--- src/rtl/rr_mux_arbiter_pkg.sv ---
// Shared types and helpers for the round-robin mux arbiter.
// State encoding and the bit-reversed mux4to1 select mapping.
package arb_pkg;

   typedef enum logic [1:0] {
      IDLE,
      GRANT,
      GAP
   } arb_state_t;

   // The mux4to1 select lines are wired in reverse bit order.
   function automatic logic [1:0] idx2sel(logic [1:0] i);
      return {i[0], i[1]};
   endfunction

endpackage

--- src/rtl/rr_mux_arbiter_pick.sv ---
// Combinational rotating-priority picker: first set request after 'last',
// scanning (last+1)..(last+4) with wrap, so 'last' itself has lowest priority.
module rr_pick (
   input  logic [3:0] req,
   input  logic [1:0] last,
   output logic [1:0] pick,
   output logic       any
);

   logic [1:0] idx;

   always_comb begin
      pick = last;
      any  = 1'b0;
      idx  = last;
      for (int unsigned i = 1; i <= 4; i++) begin
         idx = last + 2'(i);
         if (req[idx] && !any) begin
            pick = idx;
            any  = 1'b1;
         end
      end
   end

endmodule

--- src/rtl/rr_mux_arbiter.sv ---
// Round-robin arbiter sharing one mux4to1 between four requesters, with
// bounded grant length, a fixed idle gap between grants and a timeout pulse.
module rr_mux_arbiter
   import arb_pkg::*;
#(
   parameter int unsigned HOLD_MAX   = 100,
   parameter int unsigned GAP_CYCLES = 1
) (
   input  logic       hz100,
   input  logic       reset,
   input  logic [3:0] req,
   output logic [3:0] gnt,
   output logic       valid,
   output logic [1:0] owner,
   output logic [1:0] sel,
   output logic       timeout
);

   localparam int unsigned HW = $clog2(HOLD_MAX + 1);
   localparam int unsigned GW = $clog2(GAP_CYCLES + 1);
   localparam logic [HW-1:0] HOLD_LAST = HW'(HOLD_MAX - 1);
   localparam logic [GW-1:0] GAP_LAST  = GW'(GAP_CYCLES - 1);

   arb_state_t    state, state_d;
   logic [HW-1:0] hold_cnt, hold_d;
   logic [GW-1:0] gap_cnt, gap_d;
   logic [1:0]    last, last_d;
   logic [3:0]    gnt_d;
   logic [1:0]    owner_d;
   logic          timeout_d;
   logic [1:0]    pick;
   logic          any;

   rr_pick u_pick (
      .req  (req),
      .last (last),
      .pick (pick),
      .any  (any)
   );

   always_comb begin
      state_d   = state;
      hold_d    = hold_cnt;
      gap_d     = gap_cnt;
      last_d    = last;
      gnt_d     = gnt;
      owner_d   = owner;
      timeout_d = 1'b0;
      unique case (state)
         IDLE: begin
            if (any) begin
               state_d = GRANT;
               gnt_d   = 4'b0001 << pick;
               owner_d = pick;
               hold_d  = '0;
            end
         end
         GRANT: begin
            hold_d = hold_cnt + 1'b1;
            // Voluntary release is tested first so it wins over a timeout.
            if (!req[owner]) begin
               state_d = GAP;
               gnt_d   = '0;
               last_d  = owner;
               gap_d   = '0;
            end else if (hold_cnt == HOLD_LAST) begin
               state_d   = GAP;
               gnt_d     = '0;
               last_d    = owner;
               gap_d     = '0;
               timeout_d = 1'b1;
            end
         end
         GAP: begin
            if (gap_cnt == GAP_LAST) begin
               state_d = IDLE;
            end else begin
               gap_d = gap_cnt + 1'b1;
            end
         end
         default: state_d = IDLE;
      endcase
   end

   always_ff @(posedge hz100) begin
      if (reset) begin
         state    <= IDLE;
         hold_cnt <= '0;
         gap_cnt  <= '0;
         last     <= 2'd3;
         gnt      <= '0;
         owner    <= '0;
         timeout  <= 1'b0;
      end else begin
         state    <= state_d;
         hold_cnt <= hold_d;
         gap_cnt  <= gap_d;
         last     <= last_d;
         gnt      <= gnt_d;
         owner    <= owner_d;
         timeout  <= timeout_d;
      end
   end

   assign valid = |gnt;
   assign sel   = idx2sel(owner);

endmodule

--- config.mk ---
export PLATFORM = sky130hd
export DESIGN_NAME = rr_mux_arbiter
export DESIGN_NICKNAME = d
export VERILOG_FILES = /design/src/rtl/rr_mux_arbiter_pkg.sv /design/src/rtl/rr_mux_arbiter_pick.sv /design/src/rtl/rr_mux_arbiter.sv
export SDC_FILE = /design/constraint.sdc
export NUM_CORES = 1
export LEC_CHECK = 0
export CAP_MARGIN = 5
export CORE_MARGIN = 1.5
export CORE_UTILIZATION = 46
export DETAILED_ROUTE_END_ITERATION = 8
export PLACE_DENSITY = 0.84
export SYNTH_ARGS = -nofsm -noshare
export SYNTH_HDL_FRONTEND = slang
export SYNTH_SLANG_ARGS = --single-unit
--- constraint.sdc ---
create_clock -name hz100 -period 1.52 [get_ports hz100]
set_clock_uncertainty 0.05 [all_clocks]
set_input_delay 0.304 -clock hz100 [delete_from_list [all_inputs] [get_ports hz100]]
set_output_delay 0.304 -clock hz100 [all_outputs]
set_load 0.01 [all_outputs]
; ---- Word level (Yosys, flattened, before mapping)
; Index checks and enable logic that the tools add are counted.
[op_classes]
n_bitwise = 2
n_shift = 1
reduce_logical = 17
add_sub_neg = 5
magnitude_cmp = 5
eq_ne = 7
mux = 36
[op_table]
columns = operator, count
row1 = 2-bit two-way mux, 10
row2 = "2-bit by 3-bit < comparator with 1-bit output, second input constant", 5
row3 = 7-bit case mux with 2 select lines, 1
row4 = 1-bit two-way mux, 13
row5 = 4-bit two-way mux, 3
row6 = 1-bit binary-select mux with 2-bit select, 5
row7 = 4-bit case mux with 2 select lines, 1
row8 = 2-bit AND reduction, 4
row9 = "7-bit by 1-bit adder with 7-bit output, second input constant", 1
row10 = "7-bit == test, second input constant", 1
row11 = 7-bit two-way mux, 1
row12 = 2-bit case mux with 3 select lines, 1
row13 = 3-bit AND reduction, 2
row14 = "2-bit adder, second input constant", 2
row15 = "2-bit inequality test, second input constant", 2
row16 = 2-bit nonzero test, 2
row17 = 4-bit OR reduction, 1
row18 = "1-bit by 2-bit left shift with 4-bit output, first input constant", 1
row19 = 1-bit logical AND, 3
row20 = 1-bit logical NOT, 3
row21 = "3-bit inequality test, second input constant", 1
row22 = 3-bit OR reduction, 1
row23 = "2-bit by 1-bit adder with 2-bit output, second input constant", 1
row24 = "2-bit by 1-bit == test with 1-bit output, second input constant", 1
row25 = 6 further kinds, 7
[totals]
output_inout_bits = 10
reg_bits = 19
input_bits = 6
elab_cells = 80

; ---- Logic depth before layout (Yosys ltp)
[depth]
word_depth = 16
depth_mapped = 5
ltp_nobuf = 5

; ---- Hierarchy
; Synthesis repeated with hierarchy kept, for this count alone.
[hier_totals]
hier_cells = 104
hier_area_um2 = 914.6
[modules_own_cells]
columns = mod, seq_area_each_um2, cells_each, n_inst, area_each_um2
row1 = rr_mux_arbiter, 360.3, 90, 1, 832.0
row2 = rr_pick, 0.0, 14, 1, 82.6

; ---- Worst setup path before layout
; No wires, ideal clock.
[synth_path]
path_kind = register -> register
startpoint = register owner[0]
endpoint = register state[0]
slack_ps = 7
synth_period_minus_slack_ps = 1513
path_stages_with_launch = 5
setup_ps = 128
t_arrival_ps = 1336
required_ps = 1342
n_path_buf = 0
path_cell_list = dfxtp_1 -> mux4_2 -> a21boi_1 -> a21oi_1 -> nor2_1
[synth_via]
elab_chain_len = 4
elab_cells_between_ends = 6
cone_classes = 1 x eq/ne / 4 x mux / 1 x reduce/logical
[synth_lines]
columns = element, line_no
row1 = from (decl), rr_mux_arbiter.sv:14  ; output logic [1:0] owner,
row2 = from (signal assigned), rr_mux_arbiter.sv:100  ; owner <= owner_d;
row3 = 1-bit binary-select mux with 2-bit select *, rr_mux_arbiter.sv:61  ; if (!req[owner]) begin
row4 = 1-bit two-way mux (not written as such) *, rr_mux_arbiter.sv:61
row5 = 3-bit inequality test (no line) / 2-bit two-way mux (equally long branches), --
row6 = 3-bit AND reduction (no line) / 2-bit case mux with 3 select lines (equally long branches), --
row7 = to (signal assigned), rr_mux_arbiter.sv:95  ; state <= state_d;
row8 = to (decl), rr_mux_arbiter.sv:24  ; arb_state_t state, state_d;
; Mark *: on every way between the ends. The rest lies on a longest branch, timed or not. The select of a mux whose other input is x is not followed.
; A chain may end at the register's enable or synchronous reset.

; ---- Worst setup path in the final report
[layout_path]
startpoint = register gnt[2]
endpoint = output valid
[layout_via]
elab_chain_len = 1
[layout_lines]
columns = element, line_no
row1 = from (decl), rr_mux_arbiter.sv:12  ; output logic [3:0] gnt,
row2 = from (signal assigned), rr_mux_arbiter.sv:99  ; gnt <= gnt_d;
row3 = 4-bit OR reduction, rr_mux_arbiter.sv:105  ; assign valid = |gnt;
row4 = to (decl), rr_mux_arbiter.sv:13  ; output logic valid,
; Every way passes these cells.

==> metrics.txt <==
# TYPE chip_impl_metric gauge
chip_impl_metric{name="clock_tree.buffer_depth",unit=""} 2
chip_impl_metric{name="routed_wire_length_per_instance",unit="um"} 14.09
chip_impl_metric{name="final_net_count",unit=""} 157
chip_impl_metric{name="drt.antenna.violating_nets",unit=""} 0
chip_impl_info{name="synthDominantAreaCellType",value="dfxtp_1"} 1
chip_impl_metric{name="final_min_period_over_clock_period",unit=""} 1.070
chip_impl_info{name="run_status",value="finished, violations left"} 1
chip_impl_info{name="synth.area.top_cells",value="dfxtp_1 (38%), nor2_1 (5.5%), a21oi_1 (4.8%)"} 1
chip_impl_info{name="timing.critical_path.cells",value="or4_1, buf_2"} 1
chip_impl_metric{name="postSynthNetCount",unit=""} 119
chip_impl_metric{name="final_wl",unit="um"} 2480
chip_impl_metric{name="signed_area_change_from_the_synthesized_netlist_to_the_final_layout",unit="%"} 41.61
chip_impl_metric{name="p_per_area",unit="nW/um2"} 923.5
chip_impl_metric{name="timing.max_cap.violations",unit=""} 0
chip_impl_metric{name="hold-path-cell-count",unit=""} 2
chip_impl_metric{name="tightest_slew",unit="ns"} 0.3108
chip_impl_metric{name="placement_setup_slack",unit="ns"} -0.4170
chip_impl_metric{name="static-leakage-power",unit="nW"} 0.6034
chip_impl_metric{name="critPathRequiredTime",unit="ns"} 1.17
chip_impl_metric{name="grt_pass1_vias",unit=""} 963
chip_impl_metric{name="initial_core_utilization",unit=""} 0.4878
chip_impl_info{name="worstSetupPathType",value="reg -> out"} 1
chip_impl_metric{name="drtIter0Drc",unit=""} 25
chip_impl_metric{name="setup_viol",unit=""} 1
chip_impl_metric{name="grt_ovf",unit=""} 0
chip_impl_metric{name="worstSkewPairLatency",unit="ns"} 0.30
chip_impl_info{name="hold_path.class",value="reg -> reg"} 1
chip_impl_metric{name="antenna_diode_instance_count",unit=""} 0
chip_impl_metric{name="netlist_area",unit="um2"} 947.2
chip_impl_metric{name="grt_antenna_before_repair",unit=""} 0
chip_impl_metric{name="worst_reg_to_reg_path_cell_count",unit=""} 6
chip_impl_metric{name="cts-htree-levels",unit=""} 1
chip_impl_metric{name="vdd_drop_max",unit="mV"} 0.5959
chip_impl_metric{name="post-dp-hpwl",unit="um"} 1853
chip_impl_metric{name="port-buffer-count",unit=""} 15
chip_impl_metric{name="tritoncts_num_sinks",unit=""} 18
chip_impl_metric{name="placeableCoreArea",unit="um2"} 1942
chip_impl_metric{name="routabilityCongestion",unit=""} 1.020
chip_impl_metric{name="finalInstanceArea",unit="um2"} 1341
chip_impl_metric{name="synthDominantCellAreaShare",unit=""} 0.3804
chip_impl_metric{name="slew_headroom",unit=""} 0.7899
chip_impl_metric{name="fp.dieW",unit="um"} 48.38
chip_impl_metric{name="layout-drive-gt1-share",unit=""} 0.2953
chip_impl_metric{name="fraction_of_the_yosys_area_taken_by_sequential_cells",unit=""} 0.3804
chip_impl_metric{name="worstPathArrival",unit="ns"} 1.27
chip_impl_metric{name="post-route-min-period",unit="ns"} 1.627
chip_impl_metric{name="grt_first_pass_wirelength",unit="um"} 4271
chip_impl_metric{name="number_of_endpoints_with_negative_hold_slack_in_the_final_report",unit=""} 0
chip_impl_metric{name="num_rows",unit=""} 16
chip_impl_metric{name="dr_total_vias",unit=""} 1010
chip_impl_metric{name="final.hold.worst_slack",unit="ns"} 0.4624
chip_impl_info{name="cts_root_buffer",value="clkbuf_4"} 1
chip_impl_metric{name="number_of_cts_inserted_buffers",unit=""} 3
chip_impl_info{name="failing_checks",value="negative setup slack"} 1
chip_impl_info{name="endpoint_kind",value="output pin"} 1
chip_impl_metric{name="via_per_inst",unit=""} 5.739
chip_impl_metric{name="placed_cell_area",unit="um2"} 1259
chip_impl_metric{name="1st_pass_router_iterations",unit=""} 4
chip_impl_info{name="rsz0062_at_grt",value="true"} 1
chip_impl_metric{name="yosys_register_bits",unit=""} 18
chip_impl_metric{name="track_usage",unit=""} 0.2303
chip_impl_info{name="worst_path_dominant_cell_family",value="simple AND/OR/NAND/NOR gates"} 1
chip_impl_metric{name="post_syn_instances",unit=""} 112
chip_impl_metric{name="clkTransAtPathRegs",unit="ns"} 0.10
chip_impl_metric{name="slew_violations",unit=""} 0
chip_impl_metric{name="maxClockFrequency",unit="MHz"} 614.6
chip_impl_metric{name="yosysWarningCount",unit=""} 0
chip_impl_info{name="cp-start-kind",value="flip-flop"} 1
chip_impl_metric{name="timing.critical_path.slowest_cell_delay",unit="ns"} 0.50
chip_impl_metric{name="netlist-cell-type-count",unit=""} 40
chip_impl_info{name="worst_path_max_delay_cell",value="or4_1"} 1
chip_impl_metric{name="path_buf_inv",unit=""} 1
chip_impl_metric{name="setup_ws",unit="ns"} -0.1070
chip_impl_metric{name="grt_start_max_net_pins",unit=""} 11
chip_impl_metric{name="end_of_flow_core_utilization",unit=""} 0.6907
chip_impl_metric{name="drc",unit=""} 0
chip_impl_metric{name="worst-path-max-fanout",unit=""} 2
chip_impl_info{name="tritoncts_clock_tree",value="yes"} 1
chip_impl_metric{name="die_y",unit="um"} 48.38
chip_impl_metric{name="die-area",unit="um2"} 2340
chip_impl_metric{name="worstSetupPathDepth",unit=""} 2
chip_impl_metric{name="synth_area_per_cell",unit="um2"} 8.457
chip_impl_metric{name="ios",unit=""} 16
[through the flow]
| step | cells | TNS [ns] | power [mW] |
|---|---|---|---|
| floorplan | 112 | 0 | 0.7672 |
| global placement | 170 | -5.320 | 0.9495 |
| finish | 176 | -0.1070 | 1.239 |
| global route | 176 | -0.1757 | 1.310 |
| detailed placement | 170 | -6.129 | 0.9641 |
| CTS | 175 | -0.1203 | 1.234 |
[worst reg2reg max path: cells and delay by family (launching register included)]
| family | cells | cell delay [ns] |
|---|---|---|
| compound gates | 1 | 0.14 |
| buf+inv | 2 | 0.19 |
| flops | 1 | 0.36 |
| mux | 1 | 0.34 |
| simple gates | 2 | 0.26 |
[synth_stat cells]
| cell type | n |
|---|---|
| nand2b_1 | 2 |
| and3_1 | 2 |
| nor3b_1 | 1 |
| o211ai_2 | 1 |
| or3_1 | 1 |
| nor4_1 | 1 |
| buf_4 | 2 |
| o22ai_1 | 4 |
| o221ai_1 | 1 |
| mux2_2 | 2 |
| or2_2 | 1 |
| o211ai_1 | 1 |
| o21a_1 | 1 |
| o21ai_0 | 4 |
| mux2i_1 | 3 |
| nand4_1 | 3 |
| and4b_1 | 1 |
| or2b_1 | 2 |
| buf_6 | 1 |
| a21oi_1 | 9 |
| nor4b_1 | 1 |
| or4_1 | 1 |
| nand3_1 | 8 |
| a21boi_1 | 1 |
| nor3_1 | 2 |
| a21boi_0 | 1 |
| a21o_1 | 2 |
| mux4_2 | 1 |
| nor2_1 | 14 |
| a211o_1 | 1 |
| ha_1 | 1 |
| dfxtp_1 | 18 |
| nand2_1 | 3 |
| a31oi_1 | 2 |
| inv_1 | 5 |
| a221o_1 | 1 |
| a22oi_1 | 2 |
| clkbuf_1 | 3 |
| a221oi_1 | 1 |
| nor2b_1 | 1 |
[flip-flops by register name (all words and copies together) (netlist names)]
register	cells
hold_cnt	7
owner	2
gnt	4
state	2
timeout	1
last	2
[layout make-up]
cell class,instances,area (um2)
fillers,154,600.6
clock buffers,4,36.28
well taps,27,33.78
inverters,5,18.77
multi-input cells,83,570.5
flip-flops and latches,18,369.1
repair buffers,39,312.8
[cell usage in the layout (no fill, tap or decap), drive strengths merged]
master and instances:
o211ai 2, nor4 1, ha 1, o221ai 1
a211o 1, a21boi 2, nor2b 1, nand4 3
mux2i 3, dlygate4sd2 12, clkdlybuf4s50 1, or2 1
nor3b 1, o22ai 4, inv 5, clkbuf 4
nor3 2, a21oi 9, dfxtp 18, and4b 1
nor2 14, and3 2, o21a 1, mux4 1
nand2 3, or2b 2, mux2 2, a221oi 1
a22oi 2, dlymetal6s2s 1, o21ai 4, nor4b 1
or3 1, nand3 8, nand2b 2, a21o 2
a31oi 2, or4 1, buf 25, a221o 1
[timing repair]
| item | 4_1_cts | 5_1_grt |
|---|---|---|
| buffers inserted | 1 | 1 |
| pin swaps | 5 | 2 |
| hold buffers | 0 | 0 |
| gates resized for setup | 24 | 7 |
| endpoints found under the setup margin | 25 | 8 |
[report_power, final]
group	total [mW]	switching [mW]	internal (mW)	leakage, nW
Combinational	0.389	0.194	0.195	0.433
Sequential	0.560	0.0457	0.514	0.149
Clock	0.290	0.144	0.146	0.0210
Total	1.24	0.383	0.856	0.603
[routing by layer]
layer  routed length (um)  global-route usage  share of wire
met1                 1114              0.2930           0.45
met2                 1194              0.3727           0.48
met3                  131             0.06481          0.053
met4                   40             0.08571          0.016
met5                    0                   0              0
[cell families (layout without fill, tap and decap cells)]
family	count (synthesis)	in the layout	share of synthesized area
simple gates	44	44	0.2444
fa+ha+maj	1	1	0.01321
mux	6	6	0.07926
compound gates	32	32	0.2232
flops	18	18	0.3805
buf+inv	11	48	0.05944
[final timing paths]
kind,startpoint,end,slack [ns]
setup / recovery,gnt[2],valid,-0.11
hold / removal,hold_cnt[6],hold_cnt[6],0.46
setup reg to reg,hold_cnt[1],hold_cnt[3],0.07
hold reg to reg,hold_cnt[6],hold_cnt[6],0.46
Note: power is estimated with default switching activity, not from simulation.
==> patch, RTL diff (config.mk and constraints unchanged) <==
`HOLD_MAX`: 100 -> 200.
--- a/src/rtl/rr_mux_arbiter.sv
+++ b/src/rtl/rr_mux_arbiter.sv
@@ -3,7 +3,7 @@
 module rr_mux_arbiter
    import arb_pkg::*;
 #(
-   parameter int unsigned HOLD_MAX   = 100,
+   parameter int unsigned HOLD_MAX   = 200,
    parameter int unsigned GAP_CYCLES = 1
 ) (
    input  logic       hz100,
Formal check against the unedited RTL: no difference found for any inputs over 10 cycles, from zero or initial values and one cycle with reset high; that may be too few to reach the edited logic, so the function may still have changed.
==> patch against the original RTL <==
  * The flow still finishes with violations (negative setup slack)
  * Via count decreased by 1.4%
  * Clock power is 11% lower
  * Register-to-register slack got worse by 0.18 ns
  * Total power is 1.2% higher
  * Sequential share of layout area up 0.92 points
  * Worst setup slack lost 0.0049 ns
  * Combinational power grew 5.1%
  * Area after synthesis grew 3.7%
  * Routed wire length increased by 2.5%
  * Design area grew 3.0%
  * Sequential cell count rose by 1
  * Sequential power is 4.8% higher
  * Critical endpoint is now gnt[2]$_SDFFE_PP0P_
  * Highest routed layer is now met3
==> patch: results (changes against the original RTL) <==
* Normalized max-slew margin at 77.5% (was 79.0%)
* Status: finished, violations left (unchanged)
* Final setup margin at -0.112 ns (was -0.107 ns)
* Synth Area in Compound Gates at 17.6% (was 22.3%)
* Placer Congestion at 0.863 (was 1.02)
* Failing checks: negative setup slack (unchanged)
* Pwr Density at 908 mW/mm2 (was 924 mW/mm2)
* Area of the multi-input gates at 608 um2 (was 571 um2)
* Post-CTS Setup Bufs at 0 (was 1)
* Flop pwr share at 46.8% (was 45.2%)
* Largest regs: hold_cnt (8), gnt (4) (was hold_cnt (7), gnt (4))
* GR Util met2 at 40.5% (was 37.3%)
* Most common library cells after synthesis: 19 x dfxtp_1, 13 x nor2_1, 8 x a21oi_1 (was 18 x dfxtp_1, 14 x nor2_1, 9 x a21oi_1)
* Multi-In Gates at 84 (was 83)
* FILL cells at 156 (was 154)
* GR Util met1 at 27.7% (was 29.3%)
* Comb power frac at 32.6% (was 31.4%)
* Seq Cell Count at 19 (was 18)
* Vias in the first global route at 983 (was 963)
* Distinct cell type count after synthesis at 39 (was 40)
* Final setup fails at 3 (was 1)
* Clock-cell share at 1.90% (was 2.71%)
* Xor and xnor area share after synthesis at 0.892% (was 0%)
* Mux cell area share after synthesis at 5.35% (was 7.93%)
* DR WL/cell at 14.6 um (was 14.1 um)
* Crit path to: gnt[2]$_SDFFE_PP0P_ (was valid)
* Final worst hold slack at 0.438 ns (was 0.462 ns)
* Cts repair resizes at 22 (was 24)
* Leakage Power at 0.000610 uW (was 0.000603 uW)
* Crit Path Max Fanout at 6 (was 2)
* Vias at 996 (was 1010)
* First-pass GRT wire length at 4300 um (was 4270 um)
* Initial DRC count at 29 (was 25)
* Slowest CP cell: or4b_4 (was or4_1)
* Global router's overall resource usage at 22.5% (was 23.0%)
* Crit path DAT at 1.78 ns (was 1.27 ns)
* Final instance area at 0.00138 mm2 (was 0.00134 mm2)
-- patch: routing by layer --
| layer | vias up | wire [um] |
|---|---|---|
| met4 | 0 | 0 |
| met1 | 484 | 1120 |
| met5 | - | 0 |
| met3 | 0 | 108 |
| met2 | 30 | 1310 |
| li1 | 482 | - |
-- patch: how the worst min path moves through the flow --
stage / end / from
2_1_floorplan: hold_cnt[5]$_SDFFE_PP0P_ / hold_cnt[5]$_SDFFE_PP0P_
3_3_place_gp: hold_cnt[1]$_SDFFE_PP0P_ / hold_cnt[1]$_SDFFE_PP0P_
3_5_place_dp: hold_cnt[1]$_SDFFE_PP0P_ / hold_cnt[1]$_SDFFE_PP0P_
4_1_cts: hold_cnt[1]$_SDFFE_PP0P_ / hold_cnt[1]$_SDFFE_PP0P_
5_1_grt: hold_cnt[1]$_SDFFE_PP0P_ / hold_cnt[1]$_SDFFE_PP0P_
6_report: hold_cnt[1]$_SDFFE_PP0P_ / hold_cnt[1]$_SDFFE_PP0P_
